## config.mk

```make
export PLATFORM = sky130hd
export DESIGN_NAME = proc_seq_ctrl
export DESIGN_NICKNAME = d
export VERILOG_FILES = /design/src/rtl/proc_seq_ctrl.sv
export SDC_FILE = /design/constraint.sdc
export NUM_CORES = 1
export LEC_CHECK = 0
export BUFFER_PORTS_ARGS = -buffer_cell sky130_fd_sc_hd__clkbuf_2
export CAP_MARGIN = 15
export CORE_ASPECT_RATIO = 0.8
export CORE_MARGIN = 3
export CORE_UTILIZATION = 48
export CTS_BUF_LIST = sky130_fd_sc_hd__clkbuf_8 sky130_fd_sc_hd__clkbuf_16
export CTS_CLUSTER_DIAMETER = 150
export DETAILED_ROUTE_END_ITERATION = 8
export PLACE_DENSITY = 0.77
export SLEW_MARGIN = 20
export SYNTH_ARGS = -nofsm -noshare
export SYNTH_HDL_FRONTEND = slang
export SYNTH_SLANG_ARGS = --single-unit
```

## constraint.sdc

```tcl
create_clock -name clk -period 1.5 [get_ports clk]
set_input_delay 0.15 -clock clk [delete_from_list [all_inputs] [get_ports clk]]
set_output_delay 0.15 -clock clk [all_outputs]
set_load 0.01 [all_outputs]
```

## src/rtl/proc_seq_ctrl.sv

```systemverilog
// Instruction sequencer: owns the PC, fetches from a synchronous ROM and
// issues one execute strobe per instruction with pause/step/halt control.
module proc_seq_ctrl #(
  parameter int          PC_W    = 4,
  parameter logic [7:0]  HALT_OP = 8'hFF
) (
  input  logic            clk,
  input  logic            rstn,
  input  logic            pause,
  input  logic            step,
  output logic [PC_W-1:0] imem_addr,
  input  logic [7:0]      imem_data,
  output logic [7:0]      instr,
  output logic            exec_en,
  input  logic            jmp_taken,
  input  logic [PC_W-1:0] jmp_target,
  output logic            halted,
  output logic [7:0]      retire_cnt,
  output logic [2:0]      state
);

  typedef enum logic [2:0] {
    S_IDLE   = 3'd0,
    S_FETCH  = 3'd1,
    S_DECODE = 3'd2,
    S_EXEC   = 3'd3,
    S_PAUSED = 3'd4,
    S_HALT   = 3'd5
  } state_e;

  state_e          state_q, state_d;
  logic [PC_W-1:0] pc_q, pc_d;
  logic [7:0]      instr_q, instr_d;
  logic            exec_en_q, exec_en_d;
  logic            halted_q, halted_d;
  logic [7:0]      retire_q, retire_d;
  logic            step_pend_q, step_pend_d;

  always_ff @(posedge clk or negedge rstn) begin
    if (!rstn) begin
      state_q     <= S_IDLE;
      pc_q        <= '0;
      instr_q     <= '0;
      exec_en_q   <= 1'b0;
      halted_q    <= 1'b0;
      retire_q    <= '0;
      step_pend_q <= 1'b0;
    end else begin
      state_q     <= state_d;
      pc_q        <= pc_d;
      instr_q     <= instr_d;
      exec_en_q   <= exec_en_d;
      halted_q    <= halted_d;
      retire_q    <= retire_d;
      step_pend_q <= step_pend_d;
    end
  end

  always_comb begin
    state_d     = state_q;
    pc_d        = pc_q;
    instr_d     = instr_q;
    halted_d    = halted_q;
    retire_d    = retire_q;
    step_pend_d = step_pend_q;
    unique case (state_q)
      S_IDLE: state_d = S_FETCH;
      S_FETCH: begin
        // a pending step overrides a held pause for one instruction
        if (pause && !step_pend_q) state_d = S_PAUSED;
        else                       state_d = S_DECODE;
      end
      S_DECODE: begin
        instr_d = imem_data;
        if (imem_data == HALT_OP) begin
          state_d  = S_HALT;
          halted_d = 1'b1;
        end else begin
          state_d = S_EXEC;
        end
      end
      S_EXEC: begin
        pc_d     = jmp_taken ? jmp_target : pc_q + 1'b1;
        retire_d = retire_q + 8'd1;
        if (step_pend_q) begin
          step_pend_d = 1'b0;
          state_d     = S_PAUSED;
        end else begin
          state_d = S_FETCH;
        end
      end
      S_PAUSED: begin
        if (step) begin
          step_pend_d = 1'b1;
          state_d     = S_FETCH;
        end else if (!pause) begin
          state_d = S_FETCH;
        end
      end
      S_HALT: state_d = S_HALT;
      default: state_d = S_IDLE;
    endcase
    // registered strobe lines up with the EXEC cycle
    exec_en_d = (state_d == S_EXEC);
  end

  assign imem_addr  = pc_q;
  assign instr      = instr_q;
  assign exec_en    = exec_en_q;
  assign halted     = halted_q;
  assign retire_cnt = retire_q;
  assign state      = state_q;

endmodule

```

==> flow_metrics.tcl, run 1 <==
set metrics [dict create \
    report.final.slew_viol_count 0 \
    clk_latency_ns 0.26 \
    finalSetupTns_ns 0 \
    num_antenna_cells 0 \
    synth.area.top_cells "dfrtp_1 55%, mux2_2 7.6%, xnor2_1 4.4%" \
    fin_crit_ns 1.36 \
    rows 15 \
    netlist_instances 100 \
    final-seq-area_sq_um 651 \
    die_h_um 50.5 \
    path_max_fanout 7 \
    clock_skew_ns 0.00488 \
    cts.sinks 26 \
    hold_start "jmp_target[3]" \
    die_area_sq_mm 0.00311 \
    synth.largest_area_cell "dfrtp_1" \
    grt-ovfl-total 0 \
    synth-seq-cells 26 \
    first_pass_iters 5 \
    layout_common_cells "41 x clkbuf_2, 26 x dfrtp_1, 9 x nand2_1" \
    r2r-start "state[0]$_DFF_PN0_" \
    synth-seq-area-share_pct 54.7 \
    start_util_pct 52.8 \
    drt_iter0_drc 36 \
    drive_above_1_share_pct 43.8 \
    cts_setup_buffers 0 \
    cts_buffers 3 \
    p_total_mw 2.87 \
    synth_top_cell_area_share_pct 54.7 \
    whs_ns 0.121 \
    synth_area_sq_mm 0.00119 \
    wl_per_cell_um 14.1 \
    antenna_found_initial 0 \
    multi_input_area_sq_um 519 \
    p_per_area_mw_per_mm2 1940 \
    io_buffers 41 \
    area_growth_pct 24.8 \
    cts_tree "yes" \
    grt_pass1_vias 880 \
    p_leak_nw 0.724 \
    grt_pass1_wl_mm 4.03 \
    arrival_ns 1.51 \
    critPathLaunch "state[0]$_DFF_PN0_" \
    hp-class "in2reg" \
    slew_headroom_pct 60.0 \
    core_sq_mm 0.00225 \
    ys_warn_count 0 \
    cts_root_buf "clkbuf_8" \
    antenna_left 0 \
    die_x_um 61.6 \
    clockBufferDepth 2 \
    vias 907 \
    finalNetCount 167 \
    fill_cells 184 \
    start_kind "flop" \
    grt_util_all_layers_pct 17.4 \
    clk_pin_slew_ns 0.08 \
    critPathCaptureType "flop" \
    setup_viol 0 \
    rsz0062_at_grt "no" \
    drv_cap 0 \
    layout_commonest_cell "clkbuf_2" \
    fin_crit_sh_pct 90.5 \
    hold_viol 0 \
    crit_type "reg2reg" \
    worstMarginPinSlew_ns 0.600 \
    syn_area_per_cell_sq_um 11.9 \
    viasPerCell 5.30 \
    io_pins 42 \
    wirelength_mm 2.42 \
    grt_max_degree 27 \
    max_freq_mhz 737 \
    dpl.hpwl_mm 1.86 \
    status "complete, no violations" \
    cts_max_level 1 \
    drc 0 \
    ys_types 30 \
    gp_congestion 0.785 \
    synthesis.nets 119 \
    peakVddDrop_mv 1.19 \
    required_ns 1.65 \
]
cell type report:
class | instances | share of cell area, %
well taps | 25 | 2.11
clock buffers | 3 | 2.78
flip-flops and latches | 26 | 43.8
multi-input cells | 71 | 35.0
inverters | 1 | 0.253
repair buffers | 45 | 16.0
critical path: stages (launching register included):
cell      delay, ns
dfrtp_1        0.51
nand3b_2       0.22
nor2_1         0.25
nand3_1        0.13
xnor2_1        0.14
synth_stat cells:
cell	number
a221oi_2	1
o211ai_1	2
and3_1	1
or3_4	1
nand3b_2	1
mux2_2	8
nor2b_1	2
ha_1	2
nand2_1	9
buf_1	1
nor3_1	1
dfrtp_1	26
and2b_1	2
buf_6	1
nor2_4	2
nor2_1	4
inv_2	1
nor4_2	1
a21oi_2	1
mux2i_1	1
a21o_1	1
nand3_1	5
a221o_1	1
xor2_1	1
o21ai_0	8
xnor2_1	6
nand2b_4	1
nand4_1	4
nor3b_1	1
a21oi_1	4
metrics by stage:
step,cells,utilization [%],instance area (sq um),setup slack [ns]
2_1_floorplan,100,-,1190,0.172
3_3_place_gp,167,63.6,1430,0.206
3_5_place_dp,167,63.6,1430,0.158
4_1_cts,171,65.9,1480,0.133
5_1_grt,171,65.9,1480,0.00219
6_report,171,65.9,1480,0.143
layer usage:
metal | global-route usage, % | part of all wire [%] | vias to the layer above | wire length [um]
met5 | 0 | 0 | - | 0
met4 | 2.12 | 0 | 0 | 0
met3 | 4.63 | 6.0 | 0 | 145
met2 | 27.5 | 48 | 28 | 1170
met1 | 24.5 | 46 | 430 | 1100
li1 | - | - | 449 | -
report_power, final:
part           switching (mW)  total [mW]  internal, mW
registers               0.282        1.27         0.987
logic                   0.621        1.23         0.606
clock network           0.197       0.377         0.179
total                    1.10        2.87          1.77
path summary, 6_finish.rpt:
check / endpoint / slack [ns] / cells after the start
min: imem_addr[3]$_DFFE_PN0N_ / 0.12 / 3
max in group asynchronous: instr[2]$_DFFE_PN0N_ / 0.68 / 2
min reg2reg: halted$_DFFE_PN0P_ / 0.46 / 1
max: retire_cnt[7]$_DFFE_PN0N_ / 0.14 / 4
min in group asynchronous: instr[4]$_DFFE_PN0N_ / 0.42 / 2
max reg2reg: retire_cnt[7]$_DFFE_PN0N_ / 0.14 / 4
state kept, by name, summed over array words and instances (netlist names):
name / cells
step_pend_q: 1
instr: 8
imem_addr: 4
exec_en: 1
halted: 1
state: 3
retire_cnt: 8
logic make-up (layout without fill, tap and decap cells):
kind of cell / Yosys count / in the layout / share of synthesized area, %
multiplexers: 9 / 9 / 8.42
buffers and inverters: 3 / 49 / 1.58
flip-flops: 26 / 26 / 54.7
AO/OA/AOI/OAI: 18 / 18 / 9.79
adder cells (fa/ha/maj): 2 / 2 / 2.10
AND/OR/NAND/NOR: 35 / 35 / 18.2
XOR/XNOR: 7 / 7 / 5.16
timing repair:
item,4_1_cts,5_1_grt
hold buffers,1,0
endpoints found under the hold margin,26,0
gates resized for setup,0,0
Power figures use the tool's default switching activity.
==> inputs of run 2 (changes only) <==
--- a/config.mk
+++ b/config.mk
@@ -7,13 +7,15 @@
 export LEC_CHECK = 0
 export BUFFER_PORTS_ARGS = -buffer_cell sky130_fd_sc_hd__clkbuf_2
 export CAP_MARGIN = 15
+export CELL_PAD_IN_SITES_DETAIL_PLACEMENT = 1
+export CELL_PAD_IN_SITES_GLOBAL_PLACEMENT = 2
 export CORE_ASPECT_RATIO = 0.8
 export CORE_MARGIN = 3
-export CORE_UTILIZATION = 48
+export CORE_UTILIZATION = 30
 export CTS_BUF_LIST = sky130_fd_sc_hd__clkbuf_8 sky130_fd_sc_hd__clkbuf_16
 export CTS_CLUSTER_DIAMETER = 150
 export DETAILED_ROUTE_END_ITERATION = 8
-export PLACE_DENSITY = 0.77
+export PLACE_DENSITY_LB_ADDON = 0.1
 export SLEW_MARGIN = 20
 export SYNTH_ARGS = -nofsm -noshare
 export SYNTH_HDL_FRONTEND = slang
==> run 2 against run 1 <==
Net effect:
- clock-buffer cell count did not move
- cell area rose by 4.3%
- sequential share of layout area down 1.8 points
- first-iteration DRC count is 56% lower
- maximum frequency is 3.5% higher
- clock power increased by 51%
- worst setup slack better by 0.046 ns
- critical path type unchanged
==> flow_metrics.tcl, run 2 (same netlist as run 1, synthesis figures left out) <==
set metrics [dict create \
    status "complete, no violations" \
    wl_per_cell_um 13.2 \
    dpl.cell_count 194 \
    drt_iter0_drc 16 \
    cts_buffers 3 \
    swShare_pct 36.4 \
    clock_skew_ns 0.00394 \
    layout_commonest_cell "clkbuf_2" \
    p_leak_nw 0.738 \
    cts_max_level 1 \
    dpl.hpwl_mm 2.09 \
    path_max_fanout 10 \
    clock_power_share_pct 18.6 \
    wirelength_mm 2.64 \
    num_antenna_cells 0 \
    start_util_pct 32.9 \
    r2r_cells 3 \
    instances_no_fill 199 \
    setup_viol 0 \
    cts_root_buf "clkbuf_8" \
    worstReg2RegEnd "instr[6]$_DFFE_PN0N_" \
    drive_above_1_share_pct 44.2 \
    slew_headroom_pct 57.4 \
    arrival_ns 1.47 \
    fin_crit_ns 1.31 \
    cts_tree "yes" \
    clk_pin_slew_ns 0.09 \
    whs_path_depth 3 \
    required_ns 1.66 \
    hold_viol 0 \
    p_per_area_mw_per_mm2 1980 \
    p_sw_mw 1.11 \
    utilization_pct 42.8 \
    finalSetupTns_ns 0 \
    hp-class "in2reg" \
    pwr-share-seq_pct 41.5 \
    grt_pass1_wl_mm 4.69 \
    antenna_left 0 \
    cts.sinks 26 \
    vias 936 \
    grt_max_degree 27 \
    die_area_sq_mm 0.00476 \
    r2r-start "state[2]$_DFF_PN0_" \
    area_growth_pct 30.2 \
    clockBufferDepth 2 \
    core_sq_mm 0.00361 \
    rsz0062_at_grt "no" \
    viasPerCell 4.70 \
    grt_pass1_vias 993 \
    report.final.slew_viol_count 0 \
    power.internal_mw 1.95 \
    critical_path.cell_chain "nand2b_4 -> nor2_4 -> mux2_2" \
    die_x_um 76.4 \
    fin_crit_sh_pct 87.4 \
    finalNetCount 167 \
    grt-ovfl-total 0 \
    max_freq_mhz 763 \
    die_h_um 62.3 \
    grt_util_all_layers_pct 12.0 \
    drv_cap 0 \
    antenna_found_initial 0 \
    worstMarginPinSlew_ns 0.640 \
    first_pass_iters 2 \
    cpPeakStageDelay_ns 0.39 \
    io_pins 42 \
    hold_end "imem_addr[3]$_DFFE_PN0N_" \
    peakVddDrop_mv 0.717 \
    rows 19 \
    hold_start "jmp_target[3]" \
    io_buffers 41 \
    gp_congestion 0.742 \
    start_kind "flop" \
    combinationalPowerShare_pct 39.8 \
    crit_slowest_cell "dfrtp_1" \
    rrSetupSlack_ns 0.19 \
    clk_latency_ns 0.27 \
    critPathCaptureType "flop" \
    crit_type "reg2reg" \
    drc 0 \
    layout_common_cells "41 x clkbuf_2, 26 x dfrtp_1, 9 x nand2_1" \
]
run 2: cell count changes in the layout (fill, tap and decap cells not counted), sizes merged:
cell | previous run | this run
bufinv | 0 | 1
run 2: cell type report:
| class | instances | area (sq um) |
|---|---|---|
| multi-input combinational | 71 | 519 |
| clock inverter | 1 | 30.0 |
| tap | 52 | 65.1 |
| timing repair buffer | 45 | 238 |
| clock buffer | 3 | 41.3 |
| sequential | 26 | 651 |
| inverter | 1 | 3.75 |
| fill | 420 | 2070 |
run 2: critical path, delay by kind of cell (launching register included):
kind | cells | cell delay (ns)
AND/OR/NAND/NOR | 2 | 0.43
multiplexers | 1 | 0.38
flip-flops | 1 | 0.39
run 2: layer usage:
metal  share of wire, %  vias to the layer above  routed length [um]  GRT usage [%]
met4               0.64                        0                  17           2.71
met1                 48                      466                1260           15.5
met2                 46                       23                1220           19.5
met5                  0                        -                   0              0
met3                5.1                        2                 135           4.19
li1                   -                      445                   -              -
run 2: worst max-delay path by stage:
stage	from	end	slack [ns]
global route	state[0]$_DFF_PN0_	retire_cnt[7]$_DFFE_PN0N_	0.10
floorplan	state[2]$_DFF_PN0_	instr[0]$_DFFE_PN0N_	0.17
global placement	state[2]$_DFF_PN0_	instr[3]$_DFFE_PN0N_	0.23
finish	state[2]$_DFF_PN0_	instr[6]$_DFFE_PN0N_	0.19
CTS	state[2]$_DFF_PN0_	instr[6]$_DFFE_PN0N_	0.18
detailed placement	state[2]$_DFF_PN0_	instr[3]$_DFFE_PN0N_	0.19
run 2: per-stage QoR:
| stage | worst slack (ns) | area (sq um) | power, mW | hold slack [ns] |
|---|---|---|---|---|
| final | 0.189 | 1550 | 3.06 | 0.109 |
| after global routing | 0.104 | 1550 | 3.32 | 0.122 |
| after CTS | 0.178 | 1550 | 3.12 | 0.102 |
| after detailed placement | 0.188 | 1470 | 2.54 | 0.218 |
| after global placement | 0.233 | 1470 | 2.50 | 0.215 |
| after floorplan | 0.172 | 1190 | 2.02 | -0.146 |
run 2: power by group through the flow:
stage | Sequential [mW] | Combinational, mW | Clock, mW
after floorplan | 1.38 | 0.634 | 0
after global placement | 1.27 | 1.22 | 0
after detailed placement | 1.29 | 1.25 | 0
after CTS | 1.28 | 1.25 | 0.592
after global routing | 1.34 | 1.37 | 0.609
final | 1.27 | 1.22 | 0.570
run 2: repair_timing:
item	4_1_cts	5_1_grt
setup buffers	0	0
hold endpoints to repair	26	0
resized for setup	0	0
hold buffers	1	0
==> inputs of run 3 (changes only) <==
--- a/config.mk
+++ b/config.mk
@@ -12,10 +12,10 @@
 export CORE_ASPECT_RATIO = 0.8
 export CORE_MARGIN = 3
 export CORE_UTILIZATION = 30
-export CTS_BUF_LIST = sky130_fd_sc_hd__clkbuf_8 sky130_fd_sc_hd__clkbuf_16
 export CTS_CLUSTER_DIAMETER = 150
 export DETAILED_ROUTE_END_ITERATION = 8
 export PLACE_DENSITY_LB_ADDON = 0.1
+export SETUP_SLACK_MARGIN = 0.15
 export SLEW_MARGIN = 20
 export SYNTH_ARGS = -nofsm -noshare
 export SYNTH_HDL_FRONTEND = slang
==> run 3 against run 2 <==
Net effect:
- total power grew 2.1%
- die area is the same
- non-clock buffer count grew 1
- hold slack lost 0.00065 ns
- clock skew shrank 0.0025 ns
- sequential share of layout area shrank 0.46 points
- critical path type unchanged
- core utilization grew 0.55 points
- final cell count grew 1.0%
- register-to-register slack is essentially flat
- sequential power is essentially flat
- cell area grew 1.3%
==> flow_metrics.tcl, run 3 (same netlist as run 1, synthesis figures left out) <==
set metrics [dict create \
    status "complete, no violations" \
    rows 19 \
    hp-class "in2reg" \
    hold_viol 0 \
    grt_pass1_vias 993 \
    clockBufferDepth 2 \
    viasPerCell 4.73 \
    slew_headroom_pct 57.5 \
    utilization_pct 43.4 \
    gp_congestion 0.742 \
    clk_pin_slew_ns 0.09 \
    drv_cap 0 \
    grt_pass1_wl_mm 4.69 \
    critPathLaunch "state[1]$_DFF_PN0_" \
    grt_util_all_layers_pct 12.0 \
    p_per_area_mw_per_mm2 2000 \
    hold_start "jmp_target[3]" \
    start_kind "flop" \
    report.final.slew_viol_count 0 \
    wirelength_mm 2.78 \
    arrival_ns 1.45 \
    max_freq_mhz 771 \
    start_util_pct 32.9 \
    cpPeakStageDelay_ns 0.45 \
    critPathCaptureType "flop" \
    layout_common_cells "41 x clkbuf_2, 25 x dfrtp_1, 9 x nand2_1" \
    core_sq_mm 0.00361 \
    crit_type "reg2reg" \
    worstMarginPinSlew_ns 0.637 \
    die_h_um 62.3 \
    cts_buffers 3 \
    num_antenna_cells 0 \
    fin_crit_sh_pct 86.4 \
    r2r-start "state[1]$_DFF_PN0_" \
    crit_slowest_cell "dfrtp_1" \
    drt_iter0_drc 23 \
    drc 0 \
    cts_tree "yes" \
    path_delay_family "flip-flops" \
    die_x_um 76.4 \
    io_buffers 41 \
    grt_max_degree 27 \
    antenna_found_initial 0 \
    path_max_fanout 6 \
    setup_viol 0 \
    grt-ovfl-total 0 \
    first_pass_iters 4 \
    crit_buf_inv 1 \
    cts_max_level 1 \
    die_area_sq_mm 0.00476 \
    cts_root_buf "clkbuf_8" \
    rsz0062_at_grt "no" \
    cts.sinks 26 \
    io_pins 42 \
    antenna_left 0 \
    critical_path.cell_chain "nand2b_4 -> nor2_4 -> buf_4 -> a221o_1" \
    finalSetupTns_ns 0 \
    peakVddDrop_mv 0.718 \
    wl_per_cell_um 13.8 \
    dpl.hpwl_mm 2.09 \
    required_ns 1.65 \
    clk_latency_ns 0.27 \
    area_growth_pct 31.9 \
    vias 950 \
    layout_commonest_cell "clkbuf_2" \
    drive_above_1_share_pct 45.6 \
    fin_crit_ns 1.30 \
    finalNetCount 169 \
    p_leak_nw 0.744 \
    clock_skew_ns 0.00146 \
]
-- run 3: cell count changes in the layout (fill, tap and decap cells not counted) --
cell and change:
buf_4 +1, dfrtp_2 +1, nor2_4 +1, dfrtp_1 -1
-- run 3: metal layers --
layer  vias up  GRT usage, %  share of wire [%]
li1        453             -                  -
met1       472          15.5                 48
met2        23          19.5                 46
met3         2          4.19                4.8
met4         0          2.71               0.65
met5         -             0                  0
-- run 3: metrics by stage --
| step | area (sq um) | total power [mW] | instances | hold WS, ns | setup WS (ns) |
|---|---|---|---|---|---|
| floorplan | 1190 | 2.02 | 100 | -0.146 | 0.172 |
| CTS | 1550 | 3.12 | 199 | 0.102 | 0.178 |
| global placement | 1470 | 2.50 | 194 | 0.215 | 0.233 |
| finish | 1570 | 3.13 | 201 | 0.109 | 0.204 |
| global route | 1570 | 3.37 | 201 | 0.122 | 0.155 |
| detailed placement | 1470 | 2.54 | 194 | 0.218 | 0.188 |
-- run 3: timing repair --
item	4_1_cts	5_1_grt
resized for setup	0	2
setup buffers	0	1
hold buffers	1	0
setup endpoints to repair	0	13
hold endpoints to repair	26	0
-- run 3: final timing paths --
| check | endpoint | slack, ns | depth (start not counted) |
|---|---|---|---|
| max | state[2]$_DFF_PN0_ | 0.20 | 4 |
| max in group asynchronous | state[0]$_DFF_PN0_ | 0.63 | 2 |
| max reg2reg | state[2]$_DFF_PN0_ | 0.20 | 4 |
| min | imem_addr[3]$_DFFE_PN0N_ | 0.11 | 3 |
| min in group asynchronous | state[1]$_DFF_PN0_ | 0.43 | 2 |
| min reg2reg | halted$_DFFE_PN0P_ | 0.48 | 1 |
-- run 3: final cells by class --
type / count / area (sq um)
timing repair buffer: 46 / 245
fill: 420 / 2050
clock inverter: 1 / 30.0
inverter: 1 / 3.75
sequential: 26 / 652
clock buffer: 3 / 41.3
multi-input combinational: 72 / 531
tap: 52 / 65.1
-- run 3: report_power, final --
part | switching [mW] | internal (mW) | leakage, nW
Sequential | 0.301 | 0.990 | 0.321
Combinational | 0.640 | 0.623 | 0.388
Clock | 0.217 | 0.357 | 0.0357
-- run 3: worst reg2reg max path: stages, from the launching register on --
cell and delay [ns]:
dfrtp_1 0.45, nand2b_4 0.17, nor2_4 0.08, buf_4 0.15
a221o_1 0.34
